File: config.mk
export PLATFORM = sky130hd
export DESIGN_NAME = serial_job_sched
export DESIGN_NICKNAME = d
export VERILOG_FILES = /design/src/rtl/serial_sched_pkg.sv /design/src/rtl/serial_job_sched_rr_arb2.sv /design/src/rtl/serial_job_sched.sv
export SDC_FILE = /design/constraint.sdc
export NUM_CORES = 1
export LEC_CHECK = 0
export ABC_AREA = 1
export CORE_ASPECT_RATIO = 0.9
export CORE_MARGIN = 10
export CORE_UTILIZATION = 45
export CTS_BUF_LIST = sky130_fd_sc_hd__clkbuf_2
export CTS_CLUSTER_DIAMETER = 30
export DETAILED_ROUTE_END_ITERATION = 10
export PLACE_DENSITY = 0.79
export RECOVER_POWER = 50
export SLEW_MARGIN = 15
export SYNTH_ARGS = -nofsm -noshare
export SYNTH_HDL_FRONTEND = slang
export SYNTH_HIERARCHICAL = 1
export SYNTH_SLANG_ARGS = --single-unit
export TNS_END_PERCENT = 30
File: constraint.sdc
create_clock -name clk -period 2 [get_ports clk]
set_input_delay 0.5 -clock clk [delete_from_list [all_inputs] [get_ports clk]]
set_output_delay 0.5 -clock clk [all_outputs]
set_load 0.02 [all_outputs]
File: src/rtl/serial_sched_pkg.sv
// Shared types and constants for the serial line job scheduler.
package serial_sched_pkg;

  localparam int unsigned DEF_W = 8;

  typedef enum logic [1:0] {
    ST_IDLE,
    ST_SHIFT,
    ST_DRAIN,
    ST_DONE
  } state_t;

  typedef logic id_t;

endpackage

File: src/rtl/serial_job_sched_rr_arb2.sv
// Two-way round-robin arbiter: on a tie the requester that did not win last time is granted.
module rr_arb2 (
  input  logic [1:0] valid,
  input  logic       last_grant,
  output logic [1:0] grant
);

  always_comb begin
    grant = 2'b00;
    case (valid)
      2'b01:   grant = 2'b01;
      2'b10:   grant = 2'b10;
      2'b11:   grant = last_grant ? 2'b01 : 2'b10;
      default: grant = 2'b00;
    endcase
  end

endmodule

File: src/rtl/serial_job_sched.sv
// Feeds arbitrated operand pairs LSB-first to the shared serial unit and collects its OUTP
// stream into a tagged result returned over a valid/ready port.
module serial_job_sched
  import serial_sched_pkg::*;
#(
  parameter int unsigned W = DEF_W
) (
  input  logic         clk,
  input  logic         rst_n,
  input  logic         req0_valid,
  output logic         req0_ready,
  input  logic [W-1:0] req0_a,
  input  logic [W-1:0] req0_b,
  input  logic         req1_valid,
  output logic         req1_ready,
  input  logic [W-1:0] req1_a,
  input  logic [W-1:0] req1_b,
  output logic         rsp_valid,
  input  logic         rsp_ready,
  output logic         rsp_id,
  output logic [W-1:0] rsp_data,
  output logic         rsp_ovf,
  output logic         line1,
  output logic         line2,
  input  logic         outp,
  input  logic         overflw,
  output logic         busy
);

  localparam int unsigned CW = (W > 1) ? $clog2(W) : 1;
  localparam logic [CW-1:0] LAST = CW'(W - 1);

  state_t        r_state;
  state_t        w_next_state;
  logic [CW-1:0] r_cnt;
  logic [W-1:0]  r_a_sh;
  logic [W-1:0]  r_b_sh;
  logic [W-1:0]  r_result;
  logic          r_ovf;
  id_t           r_id;
  logic          r_last_grant;
  logic          r_line1;
  logic          r_line2;

  logic [1:0]    w_grant;
  logic          w_acc0;
  logic          w_acc1;
  logic          w_accept;
  id_t           w_acc_id;
  logic [W-1:0]  w_a;
  logic [W-1:0]  w_b;
  logic          w_last;

  rr_arb2 u_arb (
    .valid      ({req1_valid, req0_valid}),
    .last_grant (r_last_grant),
    .grant      (w_grant)
  );

  assign req0_ready = (r_state == ST_IDLE) & w_grant[0];
  assign req1_ready = (r_state == ST_IDLE) & w_grant[1];
  assign w_acc0     = req0_valid & req0_ready;
  assign w_acc1     = req1_valid & req1_ready;
  assign w_accept   = w_acc0 | w_acc1;
  assign w_acc_id   = w_acc1;
  assign w_a        = w_acc1 ? req1_a : req0_a;
  assign w_b        = w_acc1 ? req1_b : req0_b;
  assign w_last     = (r_cnt == LAST);

  assign rsp_valid = (r_state == ST_DONE);
  assign rsp_id    = r_id;
  assign rsp_data  = r_result;
  assign rsp_ovf   = r_ovf;
  assign line1     = r_line1;
  assign line2     = r_line2;
  assign busy      = (r_state != ST_IDLE);

  always_comb begin
    w_next_state = r_state;
    case (r_state)
      ST_IDLE:  if (w_accept) w_next_state = ST_SHIFT;
      ST_SHIFT: if (w_last) w_next_state = ST_DRAIN;
      ST_DRAIN: w_next_state = ST_DONE;
      ST_DONE:  if (rsp_ready) w_next_state = ST_IDLE;
      default:  w_next_state = ST_IDLE;
    endcase
  end

  always_ff @(posedge clk or negedge rst_n) begin
    if (!rst_n) r_state <= ST_IDLE;
    else        r_state <= w_next_state;
  end

  // The serial unit registers its outputs, so OUTP for line bit i arrives one cycle
  // later: bit cnt-1 is captured during SHIFT and the final bit during DRAIN.
  always_ff @(posedge clk or negedge rst_n) begin
    if (!rst_n) begin
      r_cnt        <= '0;
      r_a_sh       <= '0;
      r_b_sh       <= '0;
      r_result     <= '0;
      r_ovf        <= 1'b0;
      r_id         <= 1'b0;
      r_last_grant <= 1'b1;
      r_line1      <= 1'b0;
      r_line2      <= 1'b0;
    end else begin
      case (r_state)
        ST_IDLE: begin
          if (w_accept) begin
            r_line1      <= w_a[0];
            r_line2      <= w_b[0];
            r_a_sh       <= w_a >> 1;
            r_b_sh       <= w_b >> 1;
            r_id         <= w_acc_id;
            r_last_grant <= w_acc_id;
            r_cnt        <= '0;
            r_result     <= '0;
            r_ovf        <= 1'b0;
          end
        end
        ST_SHIFT: begin
          if (r_cnt != '0) begin
            r_result[r_cnt - CW'(1)] <= outp;
            r_ovf                    <= r_ovf | overflw;
          end
          if (w_last) begin
            r_line1 <= 1'b0;
            r_line2 <= 1'b0;
          end else begin
            r_line1 <= r_a_sh[0];
            r_line2 <= r_b_sh[0];
            r_a_sh  <= r_a_sh >> 1;
            r_b_sh  <= r_b_sh >> 1;
            r_cnt   <= r_cnt + CW'(1);
          end
        end
        ST_DRAIN: begin
          r_result[W-1] <= outp;
          r_ovf         <= r_ovf | overflw;
        end
        default: ;
      endcase
    end
  end

endmodule

# Yosys cells after proc, flatten, opt, wreduce, memory -nomap -nowiden
# Cells that the tools add are included.
dict set report word_totals {
  ff_bits 34
  latch_bits 0
  ram_bits 0
  rom_bits 0
  inputBits 39
  output_inout_bits 16
  elab_cells 78
  memories 0
}
dict set report classes {
  n_addsub 2
  n_mul 0
  div 0
  magnitude_cmp 2
  eq_ne 12
  n_shift 0
  mux 33
  bitwise 6
  n_reduce_logical 12
}
# cell n
set ops {}
lappend ops {{$mux W8} 8}
lappend ops {{$pmux W8 S2} 2}
lappend ops {{$pmux W7 S2} 1}
lappend ops {{$reduce_and A3 Y1} 4}
lappend ops {{$bwmux W8} 1}
lappend ops {{$eq A2 B2 Y1 const B} 4}
lappend ops {{$mux W2} 4}
lappend ops {{$ne A2 B2 Y1 const B} 4}
lappend ops {{$pmux W2 S4} 1}
lappend ops {{$mux W1} 7}
lappend ops {{$mux W3} 2}
lappend ops {{$pmux W1 S3} 2}
lappend ops {{$pmux W2 S3} 1}
lappend ops {{$pmux W3 S2} 1}
lappend ops {{$reduce_bool A3 Y1} 2}
lappend ops {{$and A1 B1 Y1} 4}
lappend ops {{$eq A2 B1 Y1 const B} 2}
lappend ops {{$lt A3 B4 Y1 const B} 1}
lappend ops {{$pmux W1 S2} 2}
lappend ops {{$reduce_and A2 Y1} 2}
lappend ops {{$reduce_bool A2 Y1} 2}
lappend ops {{$add A3 B1 Y3 const B} 1}
lappend ops {{$demux W1 S3} 1}
lappend ops {{$eq A3 B3 Y1 const B} 1}
lappend ops {{6 further kinds} 7}

# Logic depth before layout (Yosys ltp)
dict set report depth {
  depth_word 8
  mapped_depth 12
  mapped_depth_nobuf 12
}

# Modules after synthesis
# The synthesis kept the hierarchy.
# module instances cells_per_inst area_per_inst_um2 seq_area_each_um2
set by_module_without_submodules {}
lappend by_module_without_submodules {serial_job_sched 1 268 1955.6 802.0}
lappend by_module_without_submodules {rr_arb2 1 5 21.3 0.0}

# Least setup slack after synthesis
# No wires, ideal clock.
dict set report synth_timing {
  path_type {register -> register}
  from {reg r_state[0]}
  to {reg r_a_sh[0]}
  setup_time_ps 116
  arrival_ps 1520
  t_required_ps 1884
  slack_ps 363
  path_stages_with_launch 11
  path_buffers 1
  synth_period_minus_slack_ps 1637
  cell_sequence {dfrtp_1 inv_1 ha_1 inv_1 nand2_1 nand2_4 o21ai_4 inv_6 buf_8 nand2_1 nand2_1}
}
dict set report synth_via {
  elab_chain_len 6
  word_cells_on_any_way 14
  cone_classes {3 x eq/ne; 3 x mux; 5 x bitwise; 3 x reduce/logical}
}
# item line
set synth_lines {}
lappend synth_lines {{start: declaration} serial_job_sched.sv:33} ;# state_t r_state;
lappend synth_lines {{start signal: assignment} serial_job_sched.sv:91} ;# else r_state <= w_next_state;
lappend synth_lines {{$logic_not A2 Y1} {serial_job_sched.sv:60, serial_job_sched.sv:61, serial_job_sched.sv:108}}
lappend synth_lines {{$and A1 B1 Y1 (on tied branches)} {serial_job_sched.sv:61, serial_job_sched.sv:60}}
lappend synth_lines {{$and A1 B1 Y1 (on tied branches)} {serial_job_sched.sv:63, serial_job_sched.sv:62}}
lappend synth_lines {{$mux W8 or $or A1 B1 Y1 (tied branches)} {serial_job_sched.sv:66, serial_job_sched.sv:64}}
lappend synth_lines {{$mux W8 or $ne A2 B2 Y1 (tied branches)} -}
lappend synth_lines {{$pmux W8 S2 or $reduce_and A3 Y1 (tied branches)} -}
lappend synth_lines {{end signal: assignment} serial_job_sched.sv:113} ;# r_a_sh <= w_a >> 1;
lappend synth_lines {{end signal: assignment} serial_job_sched.sv:133} ;# r_a_sh <= r_a_sh >> 1;
lappend synth_lines {{end: declaration} serial_job_sched.sv:36} ;# logic [W-1:0] r_a_sh;
# Several ways; a longest one is shown, not always the timed one. The select of a mux whose other input is x is not followed.
# A chain may end at the register's enable or synchronous reset.

# Worst setup path in the final report
dict set report layout_timing {
  from {reg r_line1, in the netlist line1}
  to {out line1}
}
# item line
set layout_lines {}
lappend layout_lines {{start: declaration} serial_job_sched.sv:42} ;# logic r_line1;
lappend layout_lines {{start signal: assignment} serial_job_sched.sv:111} ;# r_line1 <= w_a[0];
lappend layout_lines {{start signal: assignment} serial_job_sched.sv:131} ;# r_line1 <= r_a_sh[0];
lappend layout_lines {{end: declaration} serial_job_sched.sv:23} ;# output logic line1,
# No word-level cell between the ends.

==> flow_metrics.env <==
export IMPL_drt_total_wl_mm=4.96
export IMPL_cts_reportedPaths_clkPinSlew_ns=0.16
export IMPL_crit_slowest_cell="clkdlybuf4s50_1"
export IMPL_synthesis_nets=321
export IMPL_vias_per_cell=4.77
export IMPL_power_density_nw_per_um2=1310
export IMPL_yosysWarnings=6
export IMPL_cp_num_buf_inv=1
export IMPL_gr_max_usage_layer="met2"
export IMPL_fin_total_pwr_w=0.00348
export IMPL_maxCapViolCount=0
export IMPL_synthCells=273
export IMPL_end_kind="output port"
export IMPL_place_area_um2=2620
export IMPL_clk_path_buf_depth=2
export IMPL_grt_use_met3=0.0369
export IMPL_rows=22
export IMPL_crit_type="flop to output port"
export IMPL_multi_input_area_um2=1000
export IMPL_synth_edf_count=0
export IMPL_rsz0062_at_grt="true"
export IMPL_max_freq_mhz=526
export IMPL_cts_setup_buffers=0
export IMPL_min_path_type="flop to flop"
export IMPL_p_leak_nw=1.37
export IMPL_cp_max_fo=2
export IMPL_wl_per_cell_um=12.4
export IMPL_netSwitchingPower_w=0.00165
export IMPL_ff_latch_area_um2=802
export IMPL_path_cells="clkdlybuf4s50_1"
export IMPL_vias=1903
export IMPL_hold_path_cell_count=2
export IMPL_internal_power_w=0.00183
export IMPL_clkPwrFrac=0.087
export IMPL_ant_nets=0
export IMPL_worst_pin_slew_ns=0.797
export IMPL_cp_required_ns=1.50
export IMPL_fp_dieH_um=82.9
export IMPL_p_comb_frac=0.607
export IMPL_period_share=0.950
export IMPL_async_flop_share=1.00
export IMPL_slew_headroom=0.468
export IMPL_critPathMaxStageDelay_ns=0.62
export IMPL_fin_cells=399
export IMPL_overflow=0
export IMPL_yosysSeqAreaShare=0.406
export IMPL_met1_usage=0.149
export IMPL_ir_drop_v=0.000790
export IMPL_status="complete, no violations"
export IMPL_drc=0
export IMPL_dpl_cell_count=392
export IMPL_synth_avg_cell_area_um2=7.24
export IMPL_first_pass_iters=5
export IMPL_grt_pass1_wl_mm=8.02
export IMPL_synth_seq_cells=32
export IMPL_ctsHoldBuffers=0
export IMPL_utilization=0.636
export IMPL_antenna_cells=0
export IMPL_finalHoldViolations=0
export IMPL_cts_buffers=5
export IMPL_cp_arrival_ns=1.40
export IMPL_cts_htree_levels=2
export IMPL_clk_latency_ns=0.38
export IMPL_filler_cell_count=387
export IMPL_grt_max_degree=36
export IMPL_die_area_um2=7450
export IMPL_final_layout_size_suffix_gt1_frac=0.112
export IMPL_cp_num_cells=1
export IMPL_ios=55
export IMPL_area_growth_pct=33.8
export IMPL_grt_pass1_vias=1709
export IMPL_syn_area_um2=1980
export IMPL_whs_ns=0.495
export IMPL_cts_tree="yes"
export IMPL_p_seq_frac=0.306
export IMPL_cp_start_kind="flop"
export IMPL_dp_hpwl_mm=3.81
export IMPL_grtUsageMet2=0.211
export IMPL_initial_core_util=0.476
export IMPL_slew_violations=0
export IMPL_fin_area_um2=2650
export IMPL_fin_worst_skew_ns=0.0127
export IMPL_setup_viol=0
export IMPL_cts_root_buffer="clkbuf_2"
export IMPL_period_needed_ns=1.90
export IMPL_reg2reg_depth=9
export IMPL_die_w_um=89.9
export IMPL_cp_top_family="buffers and inverters"
export IMPL_synth_distinct_cells=29
export IMPL_drtIter0Drc=88
export IMPL_num_nets_final=387
export IMPL_portBuffers=54
export IMPL_track_usage=0.128
export IMPL_cts_sinks=32
export IMPL_synthFlopType="dfrtp_1"
export IMPL_gp_congestion=0.820
export IMPL_antenna_found_initial=0
export IMPL_p_sw_frac=0.475
export IMPL_coreArea_um2=4160
## power by group through the flow
stage | logic [W] | registers, W | clock network, W
floorplan | 0.00147 | 0.00113 | 0
global placement | 0.00208 | 0.00106 | 0
CTS | 0.00215 | 0.00106 | 0.000312
finish | 0.00211 | 0.00106 | 0.000302
detailed placement | 0.00212 | 0.00107 | 0
global route | 0.00239 | 0.00110 | 0.000351
## layer usage
layer | vias to the layer above | share of wire | routed length, um
met3 | 9 | 0.054 | 266
met1 | 841 | 0.46 | 2280
met2 | 53 | 0.47 | 2310
met5 | - | 0 | 0
li1 | 1000 | - | -
met4 | 0 | 0.019 | 94
## worst paths after layout
path | from | endpoint | slack [ns]
worst max-delay path | line1 | line1 | 0.1
worst min-delay path | r_b_sh[5] | r_b_sh[5] | 0.49
worst max register to register | r_state[0] | r_b_sh[1] | 0.22
worst min register to register | r_b_sh[5] | r_b_sh[5] | 0.49
max in group asynchronous | rst_n | r_b_sh[1] | 0.78
min in group asynchronous | rst_n | rsp_data[4] | 0.71
## cell usage after synthesis (2+ instances only)
cell type,n,share of area
nand2_1,127,0.24
o21ai_0,15,0.038
nand3_1,8,0.020
a21oi_1,2,0.0051
ha_1,9,0.057
clkbuf_1,2,0.0038
buf_6,5,0.028
dfrtp_1,31,0.39
a31oi_1,13,0.041
inv_2,2,0.0038
nor2_1,20,0.038
inv_1,20,0.038
nor3_1,3,0.0076
## placed cells by master, fill, tap and decap left out, drive strengths merged
cell type	count
o21ai	17
clkbuf	11
dfrtp	31
o2111ai	1
clkdlybuf4s50	47
clkinv	2
a31oi	13
a21oi	2
nor3	3
buf	13
o22ai	1
nand3	9
inv	23
nand2	129
ha	9
nor2	21
nand4	1
o211ai	1
dfstp	1
dlymetal6s2s	2
or2	1
dlygate4sd3	1
## kinds of logic after synthesis
group | Yosys count | synth area share
and+or+nand+nor | 164 | 0.333
AOI/OAI and AO/OA | 35 | 0.109
buffers and inverters | 33 | 0.0949
DFF | 32 | 0.406
adders and majority gates | 9 | 0.0570
## per-stage QoR
step / TNS (ns) / worst slack [ns]
floorplan: 0 / 0.363
finish: 0 / 0.0994
CTS: -0.0672 / -0.0672
global placement: -6.22 / -0.416
global route: -0.00406 / -0.00406
detailed placement: -8.17 / -0.452
## timing repair
action	4_1_cts	5_1_grt
cloned	0	0
resized for setup	14	8
endpoints found under the setup margin	4	4
## sequential cells by signal, indices dropped and copies added (netlist names)
name / count
line1: 1
line2: 1
r_a_sh: 7
r_b_sh: 7
r_cnt: 3
r_last_grant: 1
r_state: 2
rsp_data: 8
rsp_id: 1
rsp_ovf: 1
## area by class of cell
type / instances / area share
tap: 60 / 0.0284
multi-input combinational: 208 / 0.378
clock buffer: 6 / 0.0114
clock inverter: 1 / 0.00189
sequential: 32 / 0.303
inverter: 24 / 0.0364
timing repair buffer: 68 / 0.240
(Power assumes the default switching activity.)
